--- src/rtl/cpu_types_pkg.sv ---
// Shared CPU datatypes: default datapath width and the multiply/divide opcode set.
package cpu_types_pkg;

  localparam int WORD_W = 32;

  typedef enum logic [1:0] {
    MDU_MULT  = 2'd0,
    MDU_MULTU = 2'd1,
    MDU_DIV   = 2'd2,
    MDU_DIVU  = 2'd3
  } mduop_t;

  function automatic logic mdu_is_div(input mduop_t op);
    return (op == MDU_DIV) || (op == MDU_DIVU);
  endfunction

  function automatic logic mdu_is_signed(input mduop_t op);
    return (op == MDU_MULT) || (op == MDU_DIV);
  endfunction

endpackage

--- src/rtl/mdu_step.sv ---
// One radix-2 iteration: shift-and-add multiply, or restoring divide on {rem, quot}.
module mdu_step #(
  parameter int WORD_W = 32
) (
  input  logic                  is_div,
  input  logic [2*WORD_W-1:0]   p_in,
  input  logic [2*WORD_W-1:0]   m_in,
  input  logic [WORD_W-1:0]     r_in,
  output logic [2*WORD_W-1:0]   p_out,
  output logic [2*WORD_W-1:0]   m_out,
  output logic [WORD_W-1:0]     r_out
);

  logic [WORD_W:0] rem_shift;
  logic [WORD_W:0] diff;
  logic            ge;

  always_comb begin
    // Remainder is always below the divisor, so one extra bit covers the shifted value.
    rem_shift = p_in[2*WORD_W-1:WORD_W-1];
    diff      = rem_shift - {1'b0, m_in[WORD_W-1:0]};
    ge        = ~diff[WORD_W];
    if (is_div) begin
      p_out = ge ? {diff[WORD_W-1:0], p_in[WORD_W-2:0], 1'b1}
                 : {rem_shift[WORD_W-1:0], p_in[WORD_W-2:0], 1'b0};
      m_out = m_in;
      r_out = r_in;
    end else begin
      p_out = r_in[0] ? (p_in + m_in) : p_in;
      m_out = m_in << 1;
      r_out = r_in >> 1;
    end
  end

endmodule

--- src/rtl/mult_div_unit.sv ---
// Iterative signed/unsigned multiply-divide unit, one bit per cycle, results sign-corrected on exit.
// Defining MDU_EARLY_OUT_EN lets multiplies finish once the remaining multiplier bits are zero.
module mult_div_unit
  import cpu_types_pkg::*;
#(
  parameter int WORD_W = cpu_types_pkg::WORD_W
) (
  input  logic              CLK,
  input  logic              RST,
  input  logic              start,
  input  mduop_t            mduop,
  input  logic [WORD_W-1:0] port_a,
  input  logic [WORD_W-1:0] port_b,
  output logic              busy,
  output logic              done,
  output logic [WORD_W-1:0] hi,
  output logic [WORD_W-1:0] lo,
  output logic              div_zero
);

  localparam logic [1:0] ST_IDLE = 2'd0;
  localparam logic [1:0] ST_CALC = 2'd1;
  localparam logic [1:0] ST_DONE = 2'd2;

  localparam int CNT_W = $clog2(WORD_W);
  localparam logic [CNT_W-1:0] CNT_MAX = CNT_W'(WORD_W - 1);

  logic [1:0]          state_q, state_d;
  mduop_t              op_q, op_d;
  logic                neg_q, neg_d;
  logic                rneg_q, rneg_d;
  logic [2*WORD_W-1:0] p_q, p_d;
  logic [2*WORD_W-1:0] m_q, m_d;
  logic [WORD_W-1:0]   r_q, r_d;
  logic [CNT_W-1:0]    cnt_q, cnt_d;
  logic [WORD_W-1:0]   hi_q, hi_d;
  logic [WORD_W-1:0]   lo_q, lo_d;
  logic                dz_q, dz_d;

  logic [2*WORD_W-1:0] p_nxt, m_nxt;
  logic [WORD_W-1:0]   r_nxt;
  logic [WORD_W-1:0]   a_mag, b_mag;
  logic [2*WORD_W-1:0] prod_fix;
  logic [WORD_W-1:0]   quot_fix, rem_fix;
  logic                last_iter;

  mdu_step #(.WORD_W(WORD_W)) u_step (
    .is_div (mdu_is_div(op_q)),
    .p_in   (p_q),
    .m_in   (m_q),
    .r_in   (r_q),
    .p_out  (p_nxt),
    .m_out  (m_nxt),
    .r_out  (r_nxt)
  );

  assign a_mag = (mdu_is_signed(mduop) && port_a[WORD_W-1]) ? -port_a : port_a;
  assign b_mag = (mdu_is_signed(mduop) && port_b[WORD_W-1]) ? -port_b : port_b;

  assign prod_fix = neg_q  ? -p_nxt : p_nxt;
  assign quot_fix = neg_q  ? -p_nxt[WORD_W-1:0] : p_nxt[WORD_W-1:0];
  assign rem_fix  = rneg_q ? -p_nxt[2*WORD_W-1:WORD_W] : p_nxt[2*WORD_W-1:WORD_W];

`ifdef MDU_EARLY_OUT_EN
  assign last_iter = (cnt_q == CNT_MAX) || (!mdu_is_div(op_q) && (r_nxt == '0));
`else
  assign last_iter = (cnt_q == CNT_MAX);
`endif

  always_comb begin
    state_d = state_q;
    op_d    = op_q;
    neg_d   = neg_q;
    rneg_d  = rneg_q;
    p_d     = p_q;
    m_d     = m_q;
    r_d     = r_q;
    cnt_d   = cnt_q;
    hi_d    = hi_q;
    lo_d    = lo_q;
    dz_d    = dz_q;
    case (state_q)
      ST_IDLE: begin
        if (start) begin
          op_d   = mduop;
          neg_d  = mdu_is_signed(mduop) && (port_a[WORD_W-1] ^ port_b[WORD_W-1]);
          rneg_d = mdu_is_signed(mduop) && port_a[WORD_W-1];
          cnt_d  = '0;
          if (mdu_is_div(mduop)) begin
            p_d = {{WORD_W{1'b0}}, a_mag};
            m_d = {{WORD_W{1'b0}}, b_mag};
            r_d = '0;
          end else begin
            p_d = '0;
            m_d = {{WORD_W{1'b0}}, a_mag};
            r_d = b_mag;
          end
          // Divide by zero bypasses iteration and reports the raw dividend.
          if (mdu_is_div(mduop) && (port_b == '0)) begin
            state_d = ST_DONE;
            hi_d    = port_a;
            lo_d    = '1;
            dz_d    = 1'b1;
          end else begin
            state_d = ST_CALC;
          end
        end
      end
      ST_CALC: begin
        p_d   = p_nxt;
        m_d   = m_nxt;
        r_d   = r_nxt;
        cnt_d = cnt_q + CNT_W'(1);
        if (last_iter) begin
          state_d = ST_DONE;
          dz_d    = 1'b0;
          if (mdu_is_div(op_q)) begin
            hi_d = rem_fix;
            lo_d = quot_fix;
          end else begin
            hi_d = prod_fix[2*WORD_W-1:WORD_W];
            lo_d = prod_fix[WORD_W-1:0];
          end
        end
      end
      default: state_d = ST_IDLE;
    endcase
  end

  always_ff @(posedge CLK) begin
    if (RST) begin
      state_q <= ST_IDLE;
      op_q    <= MDU_MULT;
      neg_q   <= 1'b0;
      rneg_q  <= 1'b0;
      p_q     <= '0;
      m_q     <= '0;
      r_q     <= '0;
      cnt_q   <= '0;
      hi_q    <= '0;
      lo_q    <= '0;
      dz_q    <= 1'b0;
    end else begin
      state_q <= state_d;
      op_q    <= op_d;
      neg_q   <= neg_d;
      rneg_q  <= rneg_d;
      p_q     <= p_d;
      m_q     <= m_d;
      r_q     <= r_d;
      cnt_q   <= cnt_d;
      hi_q    <= hi_d;
      lo_q    <= lo_d;
      dz_q    <= dz_d;
    end
  end

  assign busy     = (state_q != ST_IDLE);
  assign done     = (state_q == ST_DONE);
  assign hi       = hi_q;
  assign lo       = lo_q;
  assign div_zero = dz_q;

endmodule

--- config.mk ---
export PLATFORM = sky130hd
export DESIGN_NAME = mult_div_unit
export DESIGN_NICKNAME = d
export VERILOG_FILES = /design/src/rtl/cpu_types_pkg.sv /design/src/rtl/mdu_step.sv /design/src/rtl/mult_div_unit.sv
export SDC_FILE = /design/constraint.sdc
export NUM_CORES = 1
export LEC_CHECK = 0
export CAP_MARGIN = 20
export CORE_AREA = 2 2 203 354
export DETAILED_ROUTE_END_ITERATION = 7
export DIE_AREA = 0 0 205 356
export GPL_TIMING_DRIVEN = 1
export HOLD_SLACK_MARGIN = 0.08
export PLACE_DENSITY = 0.43
export SLEW_MARGIN = 20
export SYNTH_ARGS = -nofsm -noshare
export SYNTH_HDL_FRONTEND = slang
export SYNTH_SLANG_ARGS = --single-unit
--- constraint.sdc ---
create_clock -name CLK -period 7.8 [get_ports CLK]
set_input_delay 1.56 -clock CLK [delete_from_list [all_inputs] [get_ports CLK]]
set_output_delay 1.56 -clock CLK [all_outputs]
set_load 0.01 [all_outputs]
Word level (Yosys, flattened, before mapping):

Index checks and enable logic that the tools add are counted.

* bits in registers: 236
* output and inout bits: 67

* add/sub/neg operators: 8
* eq/ne operators: 11
* multiplexer cells: 39
* bitwise gates (word level): 1
* reduce and logical (&&, ||, !) cells: 17

Operator list (count)
* 32-bit two-way mux: 17
* 64-bit two-way mux: 7
* 64-bit case mux with 2 select lines: 2
* 32-bit case mux with 2 select lines: 3
* 32-bit negator: 4
* 64-bit adder: 1
* 64-bit negator: 1
* 33-bit by 32-bit subtractor with 33-bit output: 1
* 32-bit logical NOT: 1
* 2-bit == test (second input constant): 5
* 5-bit case mux with 2 select lines: 1
* 2-bit inequality test (second input constant): 4
* 2-bit two-way mux: 3
* 2-bit AND reduction: 3
* 5-bit by 1-bit adder with 5-bit output (second input constant): 1
* 5-bit == test (second input constant): 1
* 5-bit two-way mux: 1
* 1-bit logical AND: 4
* 2-bit logical NOT: 2
* 2-bit case mux with 2 select lines: 1
* 4-bit AND reduction: 1
* 2-bit nonzero test: 2
* 1-bit logical OR: 3
* 1-bit two-way mux: 3
* other kinds (4): 4

Longest topological paths before layout:

Gate-level depths: netlist of the first run.

* depth in word-level cells: 8
* gate-level depth with buffers: 24

By module:

Synthesis of the first run repeated with hierarchy kept, for this count alone.

* cell total of the unflattened synthesis: 2755
* area total of the unflattened synthesis: 20410.8 um^2

By module, submodules not included
* mult_div_unit: times used 1, cells each 1549, area each 12419.4 um^2, sequential area each 4704.5 um^2
* mdu_step: times used 1, cells each 1206, area each 7991.4 um^2, sequential area each 0.0 um^2

Least setup slack after synthesis of the first run:

OpenSTA, ideal clock, no wires.

* path type: register to register
* from: reg op_q[1]
* to: reg hi_q[24] (netlist: hi[24])
* library setup time: 0.095 ns
* arrival: 5.935 ns
* data required time: 7.705 ns
* slack: 1.770 ns
* stages on the path, launching flop included: 23
* path buffers: 11
* period minus slack after synthesis: 6.030 ns
* cells stage by stage: dfxtp_1 -> clkbuf_1 -> clkbuf_1 -> buf_2 -> clkbuf_1 -> clkbuf_1 -> buf_1 -> clkbuf_1 -> clkbuf_1 -> clkbuf_1 -> o21ai_0 -> inv_1 -> ha_1 -> o211ai_1 -> or4b_1 -> or4_1 -> or3_1 -> clkbuf_1 -> o31ai_1 -> buf_2 -> a31oi_1 -> xor2_1 -> a221oi_1

* cells in the longest elaborated chain, start to end: 8
* elaborated cells on any way between the ends: 11
* classes of those cells: add/sub: 2; eq/ne: 2; mux: 6; reduce/logical: 1

Ends and longest elaborated chain
* start: declaration: RTL line mult_div_unit.sv:29 `mduop_t op_q, op_d;`
* start signal: assignment: RTL line mult_div_unit.sv:145 `op_q <= op_d;`
* 2-bit == test: RTL line cpu_types_pkg.sv:14 `return (op == MDU_DIV) || (op == MDU_DIVU);`
* 1-bit logical OR *: RTL line cpu_types_pkg.sv:14
* 64-bit two-way mux: RTL line mdu_step.sv:23 `if (is_div) begin`
* 64-bit negator / 32-bit negator (equally long branches): RTL line mult_div_unit.sv:60, mult_div_unit.sv:62
* 64-bit two-way mux / 32-bit two-way mux (equally long branches): RTL line mult_div_unit.sv:60, mult_div_unit.sv:62
* 32-bit two-way mux *: RTL line mult_div_unit.sv:117 `if (mdu_is_div(op_q)) begin`
* 32-bit two-way mux *: RTL line mult_div_unit.sv:114 `if (last_iter) begin`
* 32-bit case mux with 2 select lines *: RTL line mult_div_unit.sv:82 `case (state_q)`
* end signal: assignment: RTL line mult_div_unit.sv:152 `hi_q <= hi_d;`
* end: declaration: RTL line mult_div_unit.sv:36 `logic [WORD_W-1:0] hi_q, hi_d;`

Mark *: on every way between the ends. The rest lies on a longest branch, timed or not. The select of a mux whose other input is x is not followed.
A chain may end at the register's enable or synchronous reset.

Worst setup path in the final report of the first run:

* from: reg p_q[31]
* to: reg hi_q[2] (netlist: hi[2])

* cells in the longest elaborated chain, start to end: 8
* elaborated cells on any way between the ends: 12
* classes of those cells: add/sub: 4; mux: 8

Ends and longest elaborated chain
* start: declaration: RTL line mult_div_unit.sv:32 `logic [2*WORD_W-1:0] p_q, p_d;`
* start signal: assignment: RTL line mult_div_unit.sv:148 `p_q <= p_d;`
* 64-bit adder / 33-bit by 32-bit subtractor with 33-bit output (equally long branches): RTL line mdu_step.sv:29, mdu_step.sv:21
* 64-bit two-way mux (on tied branches): RTL line mdu_step.sv:29, mdu_step.sv:24
* 64-bit two-way mux *: RTL line mdu_step.sv:23
* 64-bit negator / 32-bit negator (equally long branches): RTL line mult_div_unit.sv:60, mult_div_unit.sv:62
* 64-bit two-way mux / 32-bit two-way mux (equally long branches): RTL line mult_div_unit.sv:60, mult_div_unit.sv:62
* 32-bit two-way mux *: RTL line mult_div_unit.sv:117
* 32-bit two-way mux *: RTL line mult_div_unit.sv:114
* 32-bit case mux with 2 select lines *: RTL line mult_div_unit.sv:82

Marks and branches as above.

==> impl_metrics.py, run 1 <==
metrics = {
    "routing": {
        "wl_mm": 123.0,
        "drcViolationCount": 0,
        "drt-pass1-iter-count": 6,
        "detail_route.vias_per_cell": 6.169,
        "drt_first_iter_violations": 2091,
        "routed-via-count": 24130,
        "post_drt_wl_per_cell_um": 31.43,
        "drt.antenna.violating_nets": 0,
    },
    "setup_path": {
        "worstPathMaxFanout": 15,
        "setup_crit_end_kind": "flop",
        "class_of_the_most_critical_setup_path": "reg2reg",
        "timing.critical_path.buf_inv": 5,
        "slowest_stage": "or4_1",
        "worst_r2r_endpoint": "hi[2]",
        "regToRegStartpoint": "p_q[31]",
        "cell_by_cell_trace_of_the_critical_path": "inv_1 > ha_1 > inv_1 > fa_1 > a211oi_1 > o211a_1 > o211ai_1 > a221oi_4 > buf_4 > xnor2_2 > nand2_1 > o21ai_0 > inv_1 > ha_1 > o211ai_1 > or4b_1 > or4_1 > or3_1 > o31ai_1 > buf_4 > a21oi_1 > xor2_1 > o21ai_0 > a21oi_1",
        "path_common_cell": "inv_1",
        "r2r_setup_slack_ps": 1210,
        "cp_arrival_ps": 7090,
        "worstSetupStartpointType": "flop",
        "timing.critical_path.max_delay_family": "compound AO/OA/AOI/OAI gates",
        "worstPathRequired_ps": 8300,
        "rr_worst_depth": 24,
        "slowest_delay_ps": 630,
    },
    "power_and_ir_drop": {
        "power_density_nw_per_um2": 215.4,
        "leakagePower_nw": 8.904,
        "power.ir.vdd_worst_uv": 206.3,
        "power_mw": 5.209,
    },
    "synth": {
        "synth.net_count": 3116,
        "yosys.area_share.xor_xnor": 0.06569,
        "yosys-top-cells-area": "dfxtp_1 23%, a21oi_1 7.2%, nor2_1 6.5%",
        "ys_ff_latch": 235,
        "synthFlopType": "dfxtp_1",
        "adder_cell_share_of_the_synthesized_area": 0.06268,
        "synth_compound_area_frac": 0.3326,
        "yosys.area_share.simple": 0.2379,
        "yosysTopAreaCellShare": 0.2262,
        "ys_top_cells_by_count": "361 x nor2_1, 301 x a21oi_1, 297 x nand2_1",
        "main_combinational_cell_family_by_area_after_synthesis": "compound AO/OA/AOI/OAI gates",
        "synth-seq-area-share": 0.2262,
        "avgSynthCellArea_um2": 7.065,
        "synth.most_common_cell": "nor2_1",
        "number_of_flops_mapped_to_enable_cells_by_yosys": 0,
        "post_synth_mux_area_share": 0.02160,
        "synth-async-reset-ratio": 0,
        "post_synth_inst_count": 2944,
        "yosys.area.top_type": "dfxtp_1",
        "synthesis.area_um2": 20800,
        "synth_cell_types": 84,
        "ys.warnings.count": 0,
    },
    "timing": {
        "slew_headroom": 0.1145,
        "setup_violators_final": 0,
        "fin_worst_skew_ps": 23.52,
        "rsz0062_at_grt": "no",
        "finalWorstPathRequiredPeriod_ps": 6585,
        "timing.setup.tns_ps": 0,
        "fmax_mhz": 151.9,
        "finalHoldViolations": 0,
        "worst_pin_slew_ps": 1320,
        "layout_worst_path_cycle_share": 0.8443,
        "timing_max_transition_violations_final": 0,
    },
    "placement": {
        "port_buffers": 135,
        "gp_congestion": 1.004,
        "place_hpwl_mm": 96.42,
    },
    "global_route": {
        "grt_pass1_vias": 23770,
        "pin_count_of_the_biggest_net_entering_global_routing": 76,
        "grtUsageTotal": 0.3284,
        "global_route.overflow_total": 0,
        "antenna_violations_before_repair": 0,
        "grt_first_pass_wirelength_mm": 172.6,
    },
    "clocking": {
        "cts_sinks": 235,
        "cts-htree-levels": 1,
        "cts_inserted_buffers": 28,
        "clock-root-buffer": "clkbuf_16",
        "maximum_count_of_clock_buffers_along_a_single_path": 3,
        "cts_hold_repair.buffers": 0,
        "post_cts.resized_instances": 0,
        "tritoncts": "built",
        "worstSkewPairLatency_ps": 640,
        "postCtsSetupBuffers": 0,
        "cts.reportedPaths.clkPinSlew_ps": 70,
    },
    "min_path": {
        "timing.hold.worst.start": "r_q[1]",
        "hold_depth": 2,
        "hold_path_end": "r_q[0]",
        "min_path_type": "reg2reg",
    },
    "finish": {
        "finish.net_count": 3147,
        "n_fill_cell": 7681,
        "n_antenna_cell": 0,
        "area_growth_from_synthesis_to_layout_pct": 16.30,
        "drive_gt1_frac": 0.06244,
    },
    "die": {
        "io_pins": 136,
        "die_width_um": 205,
        "rows": 129,
        "dieArea_um2": 72980,
        "placeableCoreArea_um2": 70370,
        "initial_utilization": 0.2956,
        "floorplan.die.height_um": 356,
    },
    "flow_run": {
        "drv_cap": 0,
    },
    "status": {
        "run_status": "complete, no violations",
    },
}
-- through the flow --
step	utilization	hold WS [ps]	cell area, um^2	worst slack (ps)	cells
after CTS	0.3437	452.0	24190	1281	3912
after global placement	0.3297	443.7	23200	1316	3862
after detailed placement	0.3299	441.0	23210	1309	3862
after floorplan	-	431.7	20800	1770	2944
after global routing	0.3437	498.2	24190	924.2	3912
final	0.3437	457.5	24190	1215	3912
-- power breakdown --
group	switching (mW)	total, mW	internal (mW)	leakage, nW
logic	1.54	2.26	0.726	6.52
clock network	0.648	1.48	0.833	0.465
registers	0.161	1.47	1.31	1.92
total	2.35	5.21	2.86	8.90
-- cell usage in the layout, fill, tap and decap left out, drive strengths merged, types with 20 or more instances in the layout --
cell,n
a211oi,63
a21o,40
a21oi,301
a221oi,30
a222oi,24
a22oi,57
a31oi,65
and2,20
and3,41
buf,74
clkbuf,37
clkdlybuf4s50,134
dfxtp,235
ha,101
inv,88
mux2i,37
nand2,297
nand2b,28
nand3,70
nand4,46
nor2,361
nor2b,22
nor3,66
nor4,23
o211ai,46
o21a,26
o21ai,190
o31ai,28
or3,28
xnor2,67
xor2,89
-- registers in the layout, indices dropped and copies added (netlist names) --
name / count
cnt_q: 5
div_zero: 1
hi: 32
lo: 32
m_q: 64
neg_q: 1
op_q: 1
p_q: 64
r_q: 32
rneg_q: 1
state_q: 2
-- cells by family after synthesis --
| family | after synthesis |
|---|---|
| compound gates | 1048 |
| xor+xnor | 156 |
| fa+ha+maj | 103 |
| buf+inv | 294 |
| flops | 235 |
| mux | 44 |
| simple gates | 1064 |
-- layer usage --
metal / track usage / wire [um] / vias to the layer above
met3: 0.03265 / 5552 / 337
li1: - / - / 11010
met2: 0.5886 / 61390 / 1019
met5: 0 / 0 / -
met1: 0.3308 / 42280 / 11770
met4: 0.3033 / 13750 / 0
-- final cells by class --
class	instances	area, um^2	area share
clock buffers	37	774.5	0.03202
clock inverters	13	198.9	0.008225
inverters	87	326.6	0.01350
multi-input cells	2415	15120	0.6250
flip-flops and latches	235	4710	0.1947
well taps	917	1147	0.04743
repair buffers	208	1913	0.07909
-- worst max-delay path by stage --
stage	cells past startpoint	slack, ps	start	to
floorplan	22	1770	op_q[1]	hi[24]
finish	24	1210	p_q[31]	hi[2]
detailed placement	24	1310	p_q[31]	hi[2]
CTS	24	1280	p_q[31]	hi[2]
global route	24	920	p_q[31]	hi[2]
global placement	24	1320	p_q[31]	hi[2]
-- tightest hold or removal path, stage by stage, from the launching register on --
cell	delay, ps
dfxtp_1	310
nand2_1	50
a21oi_1	50
(Power assumes the default switching activity.)
==> run 2, diff against run 1 <==
clock period = 6.9 ns   (was 7.8 ns; I/O delays follow)
==> impl_metrics.py, run 2 (same netlist as run 1, synthesis figures left out) <==
metrics = {
    "setup_path": {
        "slowest_stage": "a2111oi_0",
        "class_of_the_most_critical_setup_path": "reg2reg",
        "worstPathMaxFanout": 15,
        "worstPathRequired_ps": 7350,
        "slowest_delay_ps": 1060,
        "timing.critical_path.max_delay_family": "compound AO/OA/AOI/OAI gates",
        "worstSetupStartpointType": "flop",
        "cell_by_cell_trace_of_the_critical_path": "inv_1 > ha_1 > inv_1 > fa_1 > a211oi_1 > o211a_1 > o211ai_1 > a221oi_4 > xnor2_2 > buf_4 > a2111oi_0 > nand3_1 > buf_4 > nor3_1 > buf_4 > nand4_1 > a21oi_1 > a21oi_1 > xnor2_1 > a221oi_1",
        "cp_arrival_ps": 7140,
        "setup_crit_end_kind": "flop",
        "timing.critical_path.buf_inv": 5,
        "path_common_cell": "buf_4",
    },
    "global_route": {
        "grt_pass1_vias": 23800,
        "grt_first_pass_wirelength_mm": 175.0,
        "grtUsageTotal": 0.3332,
        "pin_count_of_the_biggest_net_entering_global_routing": 132,
        "antenna_violations_before_repair": 2,
        "global_route.overflow_total": 0,
    },
    "timing": {
        "finalHoldViolations": 0,
        "rsz0062_at_grt": "no",
        "worst_pin_slew_ps": 1207,
        "final.setup.worst_slack_ps": 219.7,
        "setup_violators_final": 0,
        "slew_headroom": 0.1938,
        "fmax_mhz": 149.7,
        "layout_worst_path_cycle_share": 0.9682,
        "timing_max_transition_violations_final": 0,
        "timing.setup.tns_ps": 0,
        "fin_worst_skew_ps": 19.49,
        "finalWorstPathRequiredPeriod_ps": 6680,
    },
    "min_path": {
        "min_path_type": "reg2reg",
    },
    "routing": {
        "routed-via-count": 24200,
        "drt.antenna.violating_nets": 0,
        "post_drt_wl_per_cell_um": 31.54,
        "detail_route.vias_per_cell": 6.153,
        "drt-pass1-iter-count": 6,
        "wl_mm": 124.1,
        "drcViolationCount": 0,
        "drt_first_iter_violations": 2024,
    },
    "clocking": {
        "cts_inserted_buffers": 28,
        "maximum_count_of_clock_buffers_along_a_single_path": 3,
        "post_cts.resized_instances": 0,
        "cts_hold_repair.buffers": 0,
        "tritoncts": "built",
        "worstSkewPairLatency_ps": 630,
        "cts.reportedPaths.clkPinSlew_ps": 70,
        "cts-htree-levels": 1,
        "postCtsSetupBuffers": 0,
        "cts_sinks": 235,
        "clock-root-buffer": "clkbuf_16",
    },
    "finish": {
        "n_antenna_cell": 0,
        "drive_gt1_frac": 0.06762,
        "finish.net_count": 3167,
        "area_growth_from_synthesis_to_layout_pct": 16.68,
        "final_cell_mix": "356 x nor2_1, 300 x a21oi_1, 296 x nand2_1",
        "layout.cells.most_common": "nor2_1",
        "largest_regs": "m_q: 64 flops, p_q: 64 flops",
        "n_fill_cell": 7751,
    },
    "placement": {
        "gp_congestion": 1.004,
        "place_hpwl_mm": 96.97,
        "port_buffers": 135,
        "dp_slack_ps": 294.4,
    },
    "die": {
        "placeableCoreArea_um2": 70370,
        "dieArea_um2": 72980,
        "io_pins": 136,
        "floorplan.die.height_um": 356,
        "initial_utilization": 0.2956,
        "rows": 129,
        "die_width_um": 205,
    },
    "flow_run": {
        "drv_cap": 0,
    },
    "power_and_ir_drop": {
        "leakagePower_nw": 8.995,
        "power.ir.vdd_worst_uv": 206.7,
        "power_density_nw_per_um2": 243.6,
    },
    "status": {
        "run_status": "complete, no violations",
    },
}
run 2: cell types whose count changed in the layout (fill, tap and decap cells not counted), moves of 2 or more:
| cell | before | now |
|---|---|---|
| clkinvlp_4 | 3 | 0 |
| clkinv_2 | 1 | 7 |
| buf_4 | 72 | 91 |
| clkinv_4 | 2 | 4 |
run 2: path summary, 6_finish.rpt:
path | from | end | slack, ps | cells after the start
setup / recovery | p_q[31] | hi[21] | 220 | 20
setup reg to reg | p_q[31] | hi[21] | 220 | 20
hold / removal | r_q[1] | r_q[0] | 460 | 2
hold reg to reg | r_q[1] | r_q[0] | 460 | 2
run 2: area by class of cell:
| class | count | area, um^2 | area share |
|---|---|---|---|
| multi-input cells | 2415 | 15080 | 0.6213 |
| clock buffers | 36 | 760.7 | 0.03135 |
| clock inverters | 16 | 185.2 | 0.007630 |
| repair buffers | 228 | 2061 | 0.08491 |
| inverters | 87 | 326.6 | 0.01346 |
| well taps | 917 | 1147 | 0.04728 |
| flip-flops and latches | 235 | 4710 | 0.1941 |
run 2: report_power, final:
| part | total, mW | internal, mW | leakage [nW] | switching (mW) |
|---|---|---|---|---|
| Clock | 1.63 | 0.896 | 0.470 | 0.737 |
| Sequential | 1.63 | 1.48 | 1.92 | 0.152 |
| Combinational | 2.65 | 0.847 | 6.61 | 1.80 |
run 2: worst min-delay path, stage by stage, from the launching register on:
cell and delay (ps):
dfxtp_1 310, nand2_1 60, a21oi_1 50
run 2: layer usage:
metal,routed length (um),global-route usage
met5,17,0
met4,13740,0.3026
met3,5920,0.03677
met2,62150,0.5976
met1,42260,0.3351
run 2: metrics by stage:
stage	instances	hold slack, ps	power, mW	util	instance area (um^2)
6_report	3934	458.5	5.911	0.3449	24270
5_1_grt	3934	497.2	6.132	0.3449	24270
2_1_floorplan	2944	431.7	3.096	-	20800
3_5_place_dp	3881	450.6	4.239	0.3313	23320
3_3_place_gp	3881	454.4	4.247	0.3313	23320
4_1_cts	3933	468.1	5.881	0.3448	24260
==> run 3, diff against run 2 <==
CORE_AREA = 5 5 206 357   (was 2 2 203 354)
DIE_AREA = 0 0 211 362   (was 0 0 205 356)
==> impl_metrics.py, run 3 (same netlist as run 1, synthesis figures left out) <==
metrics = {
    "finish": {
        "final_cell_mix": "356 x nor2_1, 300 x a21oi_1, 296 x nand2_1",
        "multi_input_comb_area_um2": 15090,
        "n_fill_cell": 7692,
        "largest_regs": "m_q: 64 flops, p_q: 64 flops",
        "n_antenna_cell": 0,
        "layout.cells.most_common": "nor2_1",
        "regArea_um2": 4710,
        "area_growth_from_synthesis_to_layout_pct": 16.87,
        "postLayoutCoreUtil": 0.3454,
        "drive_gt1_frac": 0.06868,
        "finish.net_count": 3164,
    },
    "global_route": {
        "busiest_layer": "met2",
        "grtUsageTotal": 0.3055,
        "antenna_violations_before_repair": 1,
        "gr-usage-met3": 0.03072,
        "grt_pass1_vias": 23650,
        "grtUsageMet2": 0.5348,
        "pin_count_of_the_biggest_net_entering_global_routing": 81,
        "global_route.overflow_total": 0,
        "grt_first_pass_wirelength_mm": 172.4,
        "grt_use_met1": 0.3177,
    },
    "timing": {
        "setup_violators_final": 0,
        "layout_worst_path_cycle_share": 0.9371,
        "rsz0062_at_grt": "no",
        "fmax_mhz": 154.7,
        "finalHoldViolations": 0,
        "timing.setup.tns_ps": 0,
        "final.setup.worst_slack_ps": 433.8,
        "worst_pin_slew_ps": 1237,
        "timing_max_transition_violations_final": 0,
        "finalWorstPathRequiredPeriod_ps": 6466,
        "fin_worst_skew_ps": 25.88,
        "slew_headroom": 0.1691,
    },
    "power_and_ir_drop": {
        "pwr-share-clk": 0.287,
        "power.share.switching": 0.4484,
        "power_density_nw_per_um2": 244.4,
        "power.ir.vdd_worst_uv": 207.0,
        "combPwrFrac": 0.438,
        "switching_power_mw": 2.663,
        "internal_power_mw": 3.277,
        "seq_power_share": 0.275,
        "leakagePower_nw": 9.000,
        "power_mw": 5.940,
    },
    "placement": {
        "place_hpwl_mm": 96.31,
        "gp_congestion": 1.044,
        "port_buffers": 135,
        "dp_slack_ps": 486.6,
    },
    "setup_path": {
        "worstPathRequired_ps": 7430,
        "worstPathMaxFanout": 8,
        "worstSetupStartpointType": "flop",
        "regToRegStartpoint": "p_q[31]",
        "worst_setup_path_startpoint": "p_q[31]",
        "cell_by_cell_trace_of_the_critical_path": "inv_1 > ha_1 > inv_1 > fa_1 > a211oi_1 > o211a_1 > o211ai_1 > a221oi_4 > xnor2_2 > nand2_1 > o21ai_0 > inv_1 > ha_1 > o211ai_1 > or4b_1 > or4_1 > or3_1 > or3_1 > nand2_1 > xnor2_1 > a21boi_0 > o211ai_1",
        "worst_r2r_endpoint": "hi[0]",
        "r2r_setup_slack_ps": 430,
        "crit_end": "hi[0]",
        "slowest_delay_ps": 650,
        "rr_worst_depth": 22,
        "setup_crit_end_kind": "flop",
        "cp_arrival_ps": 7000,
        "slowest_stage": "or4_1",
        "class_of_the_most_critical_setup_path": "reg2reg",
    },
    "die": {
        "rows": 129,
        "initial_utilization": 0.2956,
        "dieArea_um2": 76380,
        "placeableCoreArea_um2": 70370,
        "die_width_um": 211,
        "io_pins": 136,
        "floorplan.die.height_um": 362,
    },
    "min_path": {
        "min_path_type": "reg2reg",
    },
    "routing": {
        "drt.antenna.violating_nets": 0,
        "post_drt_wl_per_cell_um": 31.08,
        "drt_first_iter_violations": 2122,
        "drt-pass1-iter-count": 5,
        "detail_route.vias_per_cell": 6.114,
        "routed-via-count": 24030,
        "drcViolationCount": 0,
        "wl_mm": 122.2,
    },
    "clocking": {
        "postCtsSetupBuffers": 0,
        "worstSkewPairLatency_ps": 620,
        "clock-root-buffer": "clkbuf_16",
        "tritoncts": "built",
        "cts.reportedPaths.clkPinSlew_ps": 70,
        "post_cts.resized_instances": 0,
        "cts-htree-levels": 1,
        "cts_sinks": 235,
        "cts_inserted_buffers": 28,
        "cts_hold_repair.buffers": 0,
        "maximum_count_of_clock_buffers_along_a_single_path": 3,
    },
    "status": {
        "run_status": "complete, no violations",
    },
    "flow_run": {
        "drv_cap": 0,
    },
}
-- run 3: how the worst min path moves through the flow --
| stage | startpoint | end | slack [ps] | depth (start not counted) |
|---|---|---|---|---|
| final | r_q[1] | r_q[0] | 460 | 2 |
| after global routing | r_q[1] | r_q[0] | 470 | 2 |
| after CTS | r_q[1] | r_q[0] | 460 | 2 |
| after detailed placement | r_q[1] | r_q[0] | 450 | 2 |
| after global placement | r_q[1] | r_q[0] | 440 | 2 |
| after floorplan | r_q[1] | r_q[0] | 430 | 2 |
-- run 3: critical path: cells and delay by family, from the launching register on --
family	cells	cell delay [ps]
XOR/XNOR	2	230
AO/OA/AOI/OAI	8	1960
adder cells (fa/ha/maj)	3	790
flip-flops	1	370
buffers and inverters	3	320
AND/OR/NAND/NOR	6	2700
-- run 3: metal layers --
| metal | routed length [um] | share of wire | up-vias |
|---|---|---|---|
| met5 | 0 | 0 | - |
| met4 | 14190 | 0.12 | 0 |
| met3 | 4961 | 0.041 | 345 |
| met2 | 60080 | 0.49 | 969 |
| met1 | 42930 | 0.35 | 11680 |
| li1 | - | - | 11040 |
-- run 3: power by group through the flow --
| stage | logic, mW | clock network [mW] | registers, mW |
|---|---|---|---|
| 6_report | 2.60 | 1.70 | 1.64 |
| 5_1_grt | 2.75 | 1.78 | 1.64 |
| 4_1_cts | 2.56 | 1.73 | 1.63 |
| 3_5_place_dp | 2.55 | 0 | 1.66 |
| 3_3_place_gp | 2.56 | 0 | 1.66 |
| 2_1_floorplan | 1.51 | 0 | 1.59 |
-- run 3: through the flow --
stage | std cells | instance area [um^2] | hold slack [ps]
6_report | 3931 | 24310 | 463.4
3_5_place_dp | 3879 | 23300 | 449.3
3_3_place_gp | 3879 | 23280 | 436.5
2_1_floorplan | 2944 | 20800 | 431.7
4_1_cts | 3931 | 24300 | 459.0
5_1_grt | 3931 | 24310 | 470.5
-- run 3: final cells by class --
| type | count | area share |
|---|---|---|
| repair buffers | 225 | 0.08344 |
| flip-flops and latches | 235 | 0.1937 |
| multi-input cells | 2415 | 0.6210 |
| well taps | 917 | 0.04720 |
| clock inverters | 17 | 0.008802 |
| clock buffers | 35 | 0.03243 |
| inverters | 87 | 0.01343 |
